[src/rtl/apb_pkg.sv]
// Shared types and widths for the APB master bridge.
// Latency / backpressure: none (declarations only).
package apb_pkg;

  typedef enum logic [1:0] {
    IDLE   = 2'd0,
    SETUP  = 2'd1,
    ACCESS = 2'd2,
    RESP   = 2'd3
  } apb_state_e;

  localparam int APB_ADDR_W = 32;
  localparam int APB_DATA_W = 32;

  function automatic logic is_misaligned(input logic [1:0] addr_lsb);
    return addr_lsb != 2'b00;
  endfunction

endpackage

[src/rtl/apb_timeout_cnt.sv]
// ACCESS-phase watchdog: cleared on load_i, advances on count_i, saturates at the last cycle.
// Latency: expire_o is combinational during the TIMEOUT_CYCLES-th counted cycle; no backpressure.
module apb_timeout_cnt #(
  parameter int unsigned TIMEOUT_CYCLES = 16
) (
  input  logic clk_i,
  input  logic rst_n_i,
  input  logic load_i,
  input  logic count_i,
  output logic expire_o
);

  localparam int unsigned CNT_W = $clog2(TIMEOUT_CYCLES + 1);
  localparam logic [CNT_W-1:0] LAST = CNT_W'(TIMEOUT_CYCLES - 1);

  logic [CNT_W-1:0] cnt_q, cnt_d;

  always_comb begin
    cnt_d = cnt_q;
    if (load_i) begin
      cnt_d = '0;
    end else if (count_i && (cnt_q != LAST)) begin
      cnt_d = cnt_q + 1'b1;
    end
  end

  always_ff @(posedge clk_i or negedge rst_n_i) begin
    if (!rst_n_i) begin
      cnt_q <= '0;
    end else begin
      cnt_q <= cnt_d;
    end
  end

  assign expire_o = count_i && (cnt_q == LAST);

endmodule

[src/rtl/apb_master_bridge.sv]
// Valid/ready command port to APB3 master; one transfer in flight. Optional ACCESS timeout: APB_TIMEOUT_EN.
// Latency: accept N -> SETUP N+1 -> ACCESS N+2 -> rsp_valid N+3 (zero-wait); cmd_ready low until response is taken.
module apb_master_bridge
  import apb_pkg::*;
#(
  parameter int ADDR_W         = APB_ADDR_W,
  parameter int DATA_W         = APB_DATA_W,
  parameter int TIMEOUT_CYCLES = 16
) (
  input  logic              Pclk,
  input  logic              Preset,
  input  logic              cmd_valid,
  output logic              cmd_ready,
  input  logic              cmd_write,
  input  logic [ADDR_W-1:0] cmd_addr,
  input  logic [DATA_W-1:0] cmd_wdata,
  output logic              rsp_valid,
  input  logic              rsp_ready,
  output logic [DATA_W-1:0] rsp_rdata,
  output logic              rsp_slverr,
  output logic              Psel,
  output logic              Penable,
  output logic              Pwrite,
  output logic [ADDR_W-1:0] Paddr,
  output logic [DATA_W-1:0] Pwdata,
  input  logic [DATA_W-1:0] Prdata,
  input  logic              Pready,
  input  logic              Pslverr
);

  apb_state_e        state_q, state_d;
  logic              ready_en_q;
  logic              psel_q, psel_d;
  logic              penable_q, penable_d;
  logic              pwrite_q, pwrite_d;
  logic [ADDR_W-1:0] paddr_q, paddr_d;
  logic [DATA_W-1:0] pwdata_q, pwdata_d;
  logic              rsp_valid_q, rsp_valid_d;
  logic [DATA_W-1:0] rsp_rdata_q, rsp_rdata_d;
  logic              rsp_slverr_q, rsp_slverr_d;
  logic              accept;
  logic              tmo_expire;

  // ready_en_q keeps cmd_ready low while reset is asserted and for the first cycle after.
  assign cmd_ready = ready_en_q &
                     ((state_q == IDLE) || ((state_q == RESP) && rsp_ready));
  assign accept    = cmd_valid && cmd_ready;

  always_comb begin
    state_d      = state_q;
    psel_d       = psel_q;
    penable_d    = penable_q;
    pwrite_d     = pwrite_q;
    paddr_d      = paddr_q;
    pwdata_d     = pwdata_q;
    rsp_valid_d  = rsp_valid_q;
    rsp_rdata_d  = rsp_rdata_q;
    rsp_slverr_d = rsp_slverr_q;

    case (state_q)
      SETUP: begin
        state_d   = ACCESS;
        penable_d = 1'b1;
      end
      ACCESS: begin
        if (Pready || tmo_expire) begin
          state_d      = RESP;
          psel_d       = 1'b0;
          penable_d    = 1'b0;
          rsp_valid_d  = 1'b1;
          rsp_slverr_d = Pready ? Pslverr : 1'b1;
          rsp_rdata_d  = (Pready && !Pslverr && !pwrite_q) ? Prdata : '0;
        end
      end
      RESP: begin
        if (rsp_ready) begin
          state_d      = IDLE;
          rsp_valid_d  = 1'b0;
          rsp_slverr_d = 1'b0;
          rsp_rdata_d  = '0;
        end
      end
      default: ;
    endcase

    // Accept can only fire in IDLE or on a RESP handshake, so it overrides the case above.
    if (accept) begin
      if (is_misaligned(cmd_addr[1:0])) begin
        state_d      = RESP;
        rsp_valid_d  = 1'b1;
        rsp_slverr_d = 1'b1;
        rsp_rdata_d  = '0;
      end else begin
        state_d   = SETUP;
        psel_d    = 1'b1;
        penable_d = 1'b0;
        pwrite_d  = cmd_write;
        paddr_d   = cmd_addr;
        pwdata_d  = cmd_wdata;
      end
    end
  end

  always_ff @(posedge Pclk or negedge Preset) begin
    if (!Preset) begin
      state_q      <= IDLE;
      ready_en_q   <= 1'b0;
      psel_q       <= 1'b0;
      penable_q    <= 1'b0;
      pwrite_q     <= 1'b0;
      paddr_q      <= '0;
      pwdata_q     <= '0;
      rsp_valid_q  <= 1'b0;
      rsp_rdata_q  <= '0;
      rsp_slverr_q <= 1'b0;
    end else begin
      state_q      <= state_d;
      ready_en_q   <= 1'b1;
      psel_q       <= psel_d;
      penable_q    <= penable_d;
      pwrite_q     <= pwrite_d;
      paddr_q      <= paddr_d;
      pwdata_q     <= pwdata_d;
      rsp_valid_q  <= rsp_valid_d;
      rsp_rdata_q  <= rsp_rdata_d;
      rsp_slverr_q <= rsp_slverr_d;
    end
  end

`ifdef APB_TIMEOUT_EN
  apb_timeout_cnt #(
    .TIMEOUT_CYCLES(TIMEOUT_CYCLES)
  ) u_timeout_cnt (
    .clk_i   (Pclk),
    .rst_n_i (Preset),
    .load_i  (state_q == SETUP),
    .count_i (state_q == ACCESS),
    .expire_o(tmo_expire)
  );
`else
  logic unused_tmo_cfg;
  assign unused_tmo_cfg = (TIMEOUT_CYCLES == 0);
  assign tmo_expire     = 1'b0;
`endif

  assign Psel       = psel_q;
  assign Penable    = penable_q;
  assign Pwrite     = pwrite_q;
  assign Paddr      = paddr_q;
  assign Pwdata     = pwdata_q;
  assign rsp_valid  = rsp_valid_q;
  assign rsp_rdata  = rsp_rdata_q;
  assign rsp_slverr = rsp_slverr_q;

endmodule

[config.mk]
export PLATFORM = sky130hd
export DESIGN_NAME = apb_master_bridge
export DESIGN_NICKNAME = d
export VERILOG_FILES = /design/src/rtl/apb_pkg.sv /design/src/rtl/apb_timeout_cnt.sv /design/src/rtl/apb_master_bridge.sv
export SDC_FILE = /design/constraint.sdc
export NUM_CORES = 1
export LEC_CHECK = 0
export CELL_PAD_IN_SITES_DETAIL_PLACEMENT = 1
export CELL_PAD_IN_SITES_GLOBAL_PLACEMENT = 1
export CORE_MARGIN = 10
export CORE_UTILIZATION = 28
export CTS_BUF_LIST = sky130_fd_sc_hd__clkbuf_4
export DETAILED_ROUTE_END_ITERATION = 10
export GPL_TIMING_DRIVEN = 0
export PLACE_DENSITY = 0.78
export SLEW_MARGIN = 20
export SYNTH_ARGS = -nofsm -noshare
export SYNTH_HDL_FRONTEND = slang
export SYNTH_SLANG_ARGS = --single-unit
export TNS_END_PERCENT = 1
[constraint.sdc]
create_clock -name Pclk -period 1.87 [get_ports Pclk]
set_input_delay 0.374 -clock Pclk [delete_from_list [all_inputs] [get_ports Pclk]]
set_output_delay 0.374 -clock Pclk [all_outputs]
set_load 0.03 [all_outputs]
# ---- Word-level counts from Yosys, hierarchy flattened
# Cells that the tools add are included.
dict set report classes {
  n_eq_ne 5
  muxes 29
  bitwise_logic 2
  n_reduce_logical 12
}
# op count
set ops {}
lappend ops {{two-way mux 32 bit} 5}
lappend ops {{case mux 32 bit (2 select lines)} 1}
lappend ops {{two-way mux 1 bit} 15}
lappend ops {{two-way mux 2 bit} 4}
lappend ops {{inequality test 3 bit (second input constant)} 2}
lappend ops {{case mux 1 bit (2 select lines)} 3}
lappend ops {{case mux 2 bit (3 select lines)} 1}
lappend ops {{equality test 2 bit (second input constant)} 2}
lappend ops {{logical AND 1 bit} 4}
lappend ops {{nonzero test 4 bit} 1}
lappend ops {{AND reduction 3 bit} 1}
lappend ops {{equality test 2 x 1 -> 1 bit (second input constant)} 1}
lappend ops {{zero test 1 bit} 2}
lappend ops {{zero test 2 bit} 1}
lappend ops {{AND reduction 2 bit} 1}
lappend ops {{nonzero test 2 bit} 1}
lappend ops {{AND 1 bit} 1}
lappend ops {{logical OR 1 bit} 1}
lappend ops {{inverter 1 bit} 1}
dict set report totals {
  ff_bits 104
  inputBits 103
  out_inout_bits 102
  elab_cells 58
}

# ---- Longest topological paths before layout
# Gate-level depths: netlist (run 1).
dict set report logic_depth {
  word_depth 8
  depth_mapped 8
  mapped_depth_nobuf 5
}

# ---- Worst setup path before layout (run 1)
# OpenSTA, ideal clock, no wires.
dict set report synth_timing {
  path_type {reg2reg}
  start {register state_q[0]}
  end {register paddr_q[2], in the netlist Paddr[2]}
  setup_ns 0.127
  arrival_ns 1.634
  t_required_ns 1.743
  setup_slack_ns 0.109
  stages_incl_launch_ff 8
  n_path_buf 3
  synth_period_minus_slack_ns 1.761
  path_cell_list {dfrtp_1 -> ha_1 -> buf_4 -> a21oi_2 -> nor4_2 -> buf_4 -> buf_6 -> mux2_1}
}
dict set report synth_via {
  elab_chain_len 6
  elab_cells_between_ends 7
  classes_between {1 x eq/ne; 1 x bitwise; 5 x reduce/logical}
}
# element line_no
set synth_lines {}
lappend synth_lines {{start, declared} apb_master_bridge.sv:31} ;# apb_state_e state_q, state_d;
lappend synth_lines {{start signal, assigned} apb_master_bridge.sv:117} ;# state_q <= state_d;
lappend synth_lines {{equality test 2 bit} apb_master_bridge.sv:46} ;# ((state_q == IDLE) || ((state_q == RESP) && rsp_ready));
lappend synth_lines {{logical AND 1 bit} apb_master_bridge.sv:46}
lappend synth_lines {{logical OR 1 bit *} apb_master_bridge.sv:46}
lappend synth_lines {{AND 1 bit *} apb_master_bridge.sv:45} ;# assign cmd_ready = ready_en_q &
lappend synth_lines {{logical AND 1 bit *} apb_master_bridge.sv:47} ;# assign accept = cmd_valid && cmd_ready;
lappend synth_lines {{AND reduction 2 bit (no line) *} n/a}
lappend synth_lines {{end signal, assigned} apb_master_bridge.sv:122} ;# paddr_q <= paddr_d;
lappend synth_lines {{end, declared} apb_master_bridge.sv:36} ;# logic [ADDR_W-1:0] paddr_q, paddr_d;
# Mark *: on every way between the ends. The rest lies on a longest branch, timed or not.
# A chain may end at the register's enable or synchronous reset.

# ---- Worst setup path in the final report (run 1)
dict set report layout_timing {
  start {register state_q[0]}
  end {output port cmd_ready}
}
dict set report layout_via {
  elab_chain_len 4
  elab_cells_between_ends 5
  classes_between {1 x eq/ne; 1 x bitwise; 3 x reduce/logical}
}
# element line_no
set layout_lines {}
lappend layout_lines {{equality test 2 bit} apb_master_bridge.sv:46}
lappend layout_lines {{logical AND 1 bit} apb_master_bridge.sv:46}
lappend layout_lines {{logical OR 1 bit *} apb_master_bridge.sv:46}
lappend layout_lines {{AND 1 bit *} apb_master_bridge.sv:45}
lappend layout_lines {{end, declared} apb_master_bridge.sv:13} ;# output logic cmd_ready,
# Marked as above.

==> impl_metrics.ini, run 1 <==
[timing]
finalCriticalPeriod_ns = 2.00
rsz0062_at_grt = yes
setup_slack_ns = -0.133
max_freq_mhz = 499
fin_crit_sh_pct = 107
clock_skew_ns = 0.0184
tns_ns = -2.50
whs_ns = 0.379
hold_viol_final = 0
slew_viol_final = 0
setup_viol = 62

[routing]
drtPass1Iterations = 4
drt_drc_violations_left = 0
vias_per_cell = 4.60
routed_wl_mm = 15.1
ant_nets = 0
wl_per_cell_um = 20.1
drt_iter0_markers = 113
vias = 3443

[global_routing]
antenna_found_initial = 0
overflow = 0
grt_pass1_vias = 3799
grt_max_degree = 64
grt_usage_pct = 14.0
grt_pass1_wl_mm = 22.3

[run_status]
violations = setup timing
status = complete, but fails checks

[cells_and_area]
syn2layout_area_growth_pct = 60.0
drive_above_1_share_pct = 14.2
antennaDiodeCount = 0
nets = 666
final_area_um2 = 6700
fillers = 1577

[worst_setup_path]
cp-end-kind = output port
cp_slowest_cell = dfrtp_1
reg2reg_from = state_q[1]
cp_top_family = flip-flops
path_class = reg -> out
crit_path_start = state_q[0]
worstPathArrival_ns = 1.63
crit_fanout = 3
path_buf_inv = 2
worstSetupStartpointType = flop
slowest_delay_ns = 0.45
crit_chain = inv_2 > ha_4 > a21o_1 > and2_4 > buf_6
worstPathRequired_ns = 1.50

[placement]
dpl_cell_area_um2 = 6480
dp_hpwl_mm = 11.7
gp_congestion = 0.770
dp_slack_ns = -0.618
portBuffers = 203

[power]
leakagePower_nw = 3.28
fin_total_pwr_mw = 10.0
ir_drop_mv = 0.659
power.density_nw_per_um2 = 1490

[logic_synthesis]
synth_largest_area_cell = dfrtp_1
seq_area_frac_synth_pct = 62.2
syn_area_um2 = 4190
synth.distinct_cells = 32
synth_area_per_cell_um2 = 12.6
yosys_warnings = 0
synth_top_cell_area_share_pct = 62.2
syn_inst = 331
syn-num-nets = 438
synth-seq-cells = 104
synthTopCellsByArea = dfrtp_1 (62%), mux2_1 (13%), mux2_2 (4.3%)

[die]
coreArea_um2 = 14600
initial_core_util_pct = 28.7
rows = 44
die_w_um = 142
die_area_um2 = 20200
die_y_um = 142
pin_count = 205

[clock_network]
numCtsBuffers = 9
clk_pin_slew_ns = 0.14
cts-root-buf = clkbuf_4
clock_latency_ns = 0.47
htreeDepth = 3
cts_buffer_depth = 2
cts_tree = yes
cts_sinks = 104

[worst_hold_path]
hold_path_class = in -> async

[run]
drv_cap = 0
## power by group
group / switching (mW) / internal (mW) / total (mW)
registers: 0.466 / 3.15 / 3.62
logic: 3.35 / 1.99 / 5.34
clock network: 0.743 / 0.303 / 1.05
## final cells by class
cell class	count	area (um^2)	share of cell area [%]
Timing Repair Buffer	218	2040	30.5
Multi-Input combinational cell	201	1510	22.6
Buffer	22	181	2.71
Sequential cell	104	2600	38.9
Tap cell	184	230	3.44
Clock inverter	5	33.8	0.504
Clock buffer	11	82.6	1.23
Inverter	3	11.3	0.168
## worst reg2reg max path: cells and delay by family (launching register included)
family	cells	cell delay (ns)
adders and majority gates	1	0.18
DFF	1	0.46
muxes	1	0.35
and+or+nand+nor	1	0.28
buffers and inverters	3	0.47
AOI/OAI and AO/OA	1	0.09
## cells by family after synthesis
family / count (synthesis) / synth area share, %
compound gates: 77 / 9.83
fa+ha+maj: 4 / 1.20
buf+inv: 26 / 3.65
flops: 104 / 62.2
mux: 65 / 17.5
other cells: 1 / 0.0896
simple gates: 54 / 5.62
## placed cells by master (no fill, tap or decap), types with 2 or more instances in the layout
cell / n
dfrtp_1: 103
dlygate4sd2_1: 101
clkdlybuf4s50_1: 100
mux2_1: 48
nand2_1: 40
a21oi_1: 35
o21ai_0: 33
buf_4: 18
mux2_2: 16
clkbuf_4: 14
buf_6: 10
nor2_1: 4
buf_2: 4
inv_2: 2
and2_1: 2
ha_4: 2
ha_1: 2
clkinv_4: 2
## Yosys cell counts, drive strengths merged
| cell type | number |
|---|---|
| clkbuf | 8 |
| o211ai | 1 |
| a31oi | 1 |
| ha | 4 |
| nor4bb | 1 |
| a21o | 1 |
| nor3 | 1 |
| conb | 1 |
| mux2 | 64 |
| nor4 | 1 |
| buf | 15 |
| o31ai | 1 |
| nand2b | 1 |
| dfrtp | 104 |
| nand2 | 40 |
| mux2i | 1 |
| o22ai | 1 |
| nand4 | 1 |
| inv | 3 |
| o211a | 1 |
| a221o | 1 |
| and2 | 3 |
| o21ai | 33 |
| a22oi | 1 |
| nand3 | 1 |
| a21oi | 36 |
| nor2 | 4 |
| nor2b | 1 |
## repair_timing
| item | in CTS | in global routing |
|---|---|---|
| pin swaps | 4 | 3 |
| cloned | 0 | 1 |
| resized for setup | 128 | 30 |
| endpoints found under the setup margin | 195 | 97 |
| buffers inserted | 7 | 5 |
| hold buffers | 1 | 0 |
| hold endpoints to repair | 41 | 0 |
## path summary, 6_finish.rpt
check	endpoint	slack [ns]	cells past startpoint
setup / recovery	cmd_ready	-0.13	5
hold / removal	rsp_rdata[22]	0.38	2
setup reg to reg	Pwdata[10]	-0.08	7
hold reg to reg	Psel	0.49	2
max in group asynchronous	Paddr[19]	0.81	3
min in group Pclk	Psel	0.38	4
## per-stage QoR
step                instances  util (%)
floorplan                 331         -
global route              748      45.9
global placement          718      44.2
detailed placement        719      44.4
finish                    748      45.9
CTS                       742      45.1
## per-layer routing
metal | GRT usage [%] | vias up | share of wire, %
met5 | 0 | - | 0
met2 | 26.2 | 104 | 56
met4 | 3.93 | 0 | 1.3
met1 | 14.3 | 1734 | 35
li1 | - | 1592 | -
met3 | 4.87 | 13 | 7.5
## sequential cells by signal, indices dropped and copies added (netlist names)
signal / flops
state_q: 2
rsp_valid: 1
rsp_rdata: 32
Paddr: 32
Psel: 1
ready_en_q: 1
Penable: 1
Pwrite: 1
Pwdata: 32
rsp_slverr: 1
Note: power is estimated with default switching activity, not from simulation.
==> run 2: changes to the inputs <==
==> constraint.sdc (replaced) <==
create_clock -name Pclk -period 1.8 [get_ports Pclk]
set_input_delay 0.36 -clock Pclk [delete_from_list [all_inputs] [get_ports Pclk]]
set_output_delay 0.36 -clock Pclk [all_outputs]
set_load 0.03 [all_outputs]
==> run 2 against run 1 <==
  * The flow still finishes with violations (setup timing)
  * Design area down 0.67%
  * Highest routed layer unchanged
  * Routed wire length down 1.8%
  * Sequential power grew 4%
  * First-iteration DRC count decreased by 0.88%
  * Largest cell class unchanged
==> impl_metrics.ini, run 2 (synthesis gave the netlist of run 1 again) <==
[run_status]
status = complete, but fails checks
violations = setup timing

[timing]
whs_ns = 0.366
fin_crit_sh_pct = 110
clock_skew_ns = 0.0178
hold_viol_final = 0
tns_ns = -2.38
max_freq_mhz = 503
setup_viol = 49
setup_slack_ns = -0.188
finalCriticalPeriod_ns = 1.99
rsz0062_at_grt = yes
slew_viol_final = 0

[clock_network]
cts_sinks = 104
cts_tree = yes
cts_buffer_depth = 2
clock_latency_ns = 0.47
htreeDepth = 3
clk_pin_slew_ns = 0.14
cts-root-buf = clkbuf_4
numCtsBuffers = 9

[routing]
ant_nets = 0
routed_wl_mm = 14.8
wl_per_cell_um = 19.9
vias_per_cell = 4.60
drt_iter0_markers = 112
drtPass1Iterations = 4
drt_drc_violations_left = 0
vias = 3415

[worst_setup_path]
reg2reg_to = Paddr[13]
crit_fanout = 3
path_buf_inv = 2
reg2reg_from = state_q[0]
crit_path_start = state_q[0]
worstPathArrival_ns = 1.63
cp_top_family = flip-flops
path_class = reg -> out
crit_chain = inv_2 > ha_4 > a21o_1 > and2_4 > buf_6
critPathCapture = cmd_ready
worstSetupStartpointType = flop
cp-end-kind = output port
worstPathRequired_ns = 1.44
reg2reg_depth = 7
r2r_slack_ns = -0.08
slowest_delay_ns = 0.45
cp_slowest_cell = dfrtp_1
cp.depth = 5

[placement]
dp_slack_ns = -0.674
portBuffers = 203
dp_hpwl_mm = 11.7
dpl_cell_area_um2 = 6480
gp_congestion = 0.770
place_inst = 719

[power]
ir_drop_mv = 0.684
power.density_nw_per_um2 = 1560
p_int_mw = 5.64
clkPwrFrac_pct = 10.5
p_comb_share_pct = 53.3
p_seq_share_pct = 36.3
fin_total_pwr_mw = 10.4
leakagePower_nw = 3.25
swShare_pct = 45.5
p_switching_mw = 4.71

[cells_and_area]
utilization_pct = 45.6
syn2layout_area_growth_pct = 58.9
fillers = 1573
drive_above_1_share_pct = 13.6
nets = 661
antennaDiodeCount = 0
final_common_cell = dfrtp_1
final_cell_mix = dfrtp_1 (103), dlygate4sd2_1 (101), clkdlybuf4s50_1 (100)
final_cells = 743
final_area_um2 = 6650

[die]
pin_count = 205
coreArea_um2 = 14600
initial_core_util_pct = 28.7
die_area_um2 = 20200
die_w_um = 142
die_y_um = 142
rows = 44

[worst_hold_path]
hold_path_class = in -> async

[global_routing]
grt_usage_pct = 14.0
overflow = 0
grt_pass1_wl_mm = 22.3
grt_max_degree = 64
antenna_found_initial = 0
grt_pass1_vias = 3800

[run]
drv_cap = 0
==> run 2: cell count changes in the layout (fill, tap and decap cells not counted), sizes merged <==
cell	previous run	this run
clkbuf	16	15
buf	33	29
==> run 2: cell type report <==
type                       instances  area [um^2]  share of cell area, %
sequential                       104         2600                   39.1
buffer                            22          176                   2.65
multi-input combinational        201         1510                   22.7
timing repair buffer             213         2010                   30.1
clock inverter                     5         33.8                  0.508
tap                              184          230                   3.46
inverter                           3         11.3                  0.169
clock buffer                      11         82.6                   1.24
==> run 2: layer usage <==
layer	up-vias	GRT usage [%]	wire, um	share of wire, %
met2	100	26.2	8250	56
met3	13	4.87	1110	7.5
met1	1719	14.3	5240	35
met5	-	0	0	0
li1	1583	-	-	-
met4	0	3.93	202	1.4
==> run 2: how the worst min path moves through the flow <==
stage | endpoint | slack [ns] | depth (start not counted)
floorplan | Paddr[0] | 0.06 | 0
global route | rsp_valid | 0.36 | 3
detailed placement | rsp_rdata[22] | 0.30 | 1
global placement | Psel | 0.47 | 2
CTS | rsp_valid | 0.29 | 3
finish | rsp_rdata[22] | 0.37 | 2
==> run 2: worst register-to-register path: stages, from the launching register on <==
cell and delay (ns):
dfrtp_1 0.46, inv_2 0.12, ha_4 0.15, a21oi_2 0.05
nor4_2 0.19, buf_4 0.27, buf_6 0.18, mux2_1 0.36
==> run 2: timing repair <==
item                                    in CTS  in global routing
buffers inserted                             6                  2
hold buffers                                 1                  0
endpoints found under the hold margin       41                  0
pin swaps                                    4                  8
endpoints found under the setup margin     199                 97
gates resized for setup                    129                 25
==> run 2: power by group through the flow <==
stage,combinational [mW],clock [mW],sequential [mW]
2_1_floorplan,1.24,0,5.65
3_3_place_gp,5.78,0,3.76
3_5_place_dp,5.93,0,3.86
4_1_cts,5.46,1.17,3.77
5_1_grt,5.87,1.26,3.89
6_report,5.52,1.08,3.76
==> run 3: changes to the inputs <==
--- a/config.mk
+++ b/config.mk
@@ -11,10 +11,12 @@
 export CORE_UTILIZATION = 28
 export CTS_BUF_LIST = sky130_fd_sc_hd__clkbuf_4
 export DETAILED_ROUTE_END_ITERATION = 10
+export GPL_ROUTABILITY_DRIVEN = 0
 export GPL_TIMING_DRIVEN = 0
 export PLACE_DENSITY = 0.78
 export SLEW_MARGIN = 20
 export SYNTH_ARGS = -nofsm -noshare
 export SYNTH_HDL_FRONTEND = slang
+export SYNTH_HIERARCHICAL = 1
 export SYNTH_SLANG_ARGS = --single-unit
 export TNS_END_PERCENT = 1
==> results of run 3 <==
Final layout, timing and power as in run 2 (identical DEF).
Main changes from that run: Yosys warning count 0 -> 6
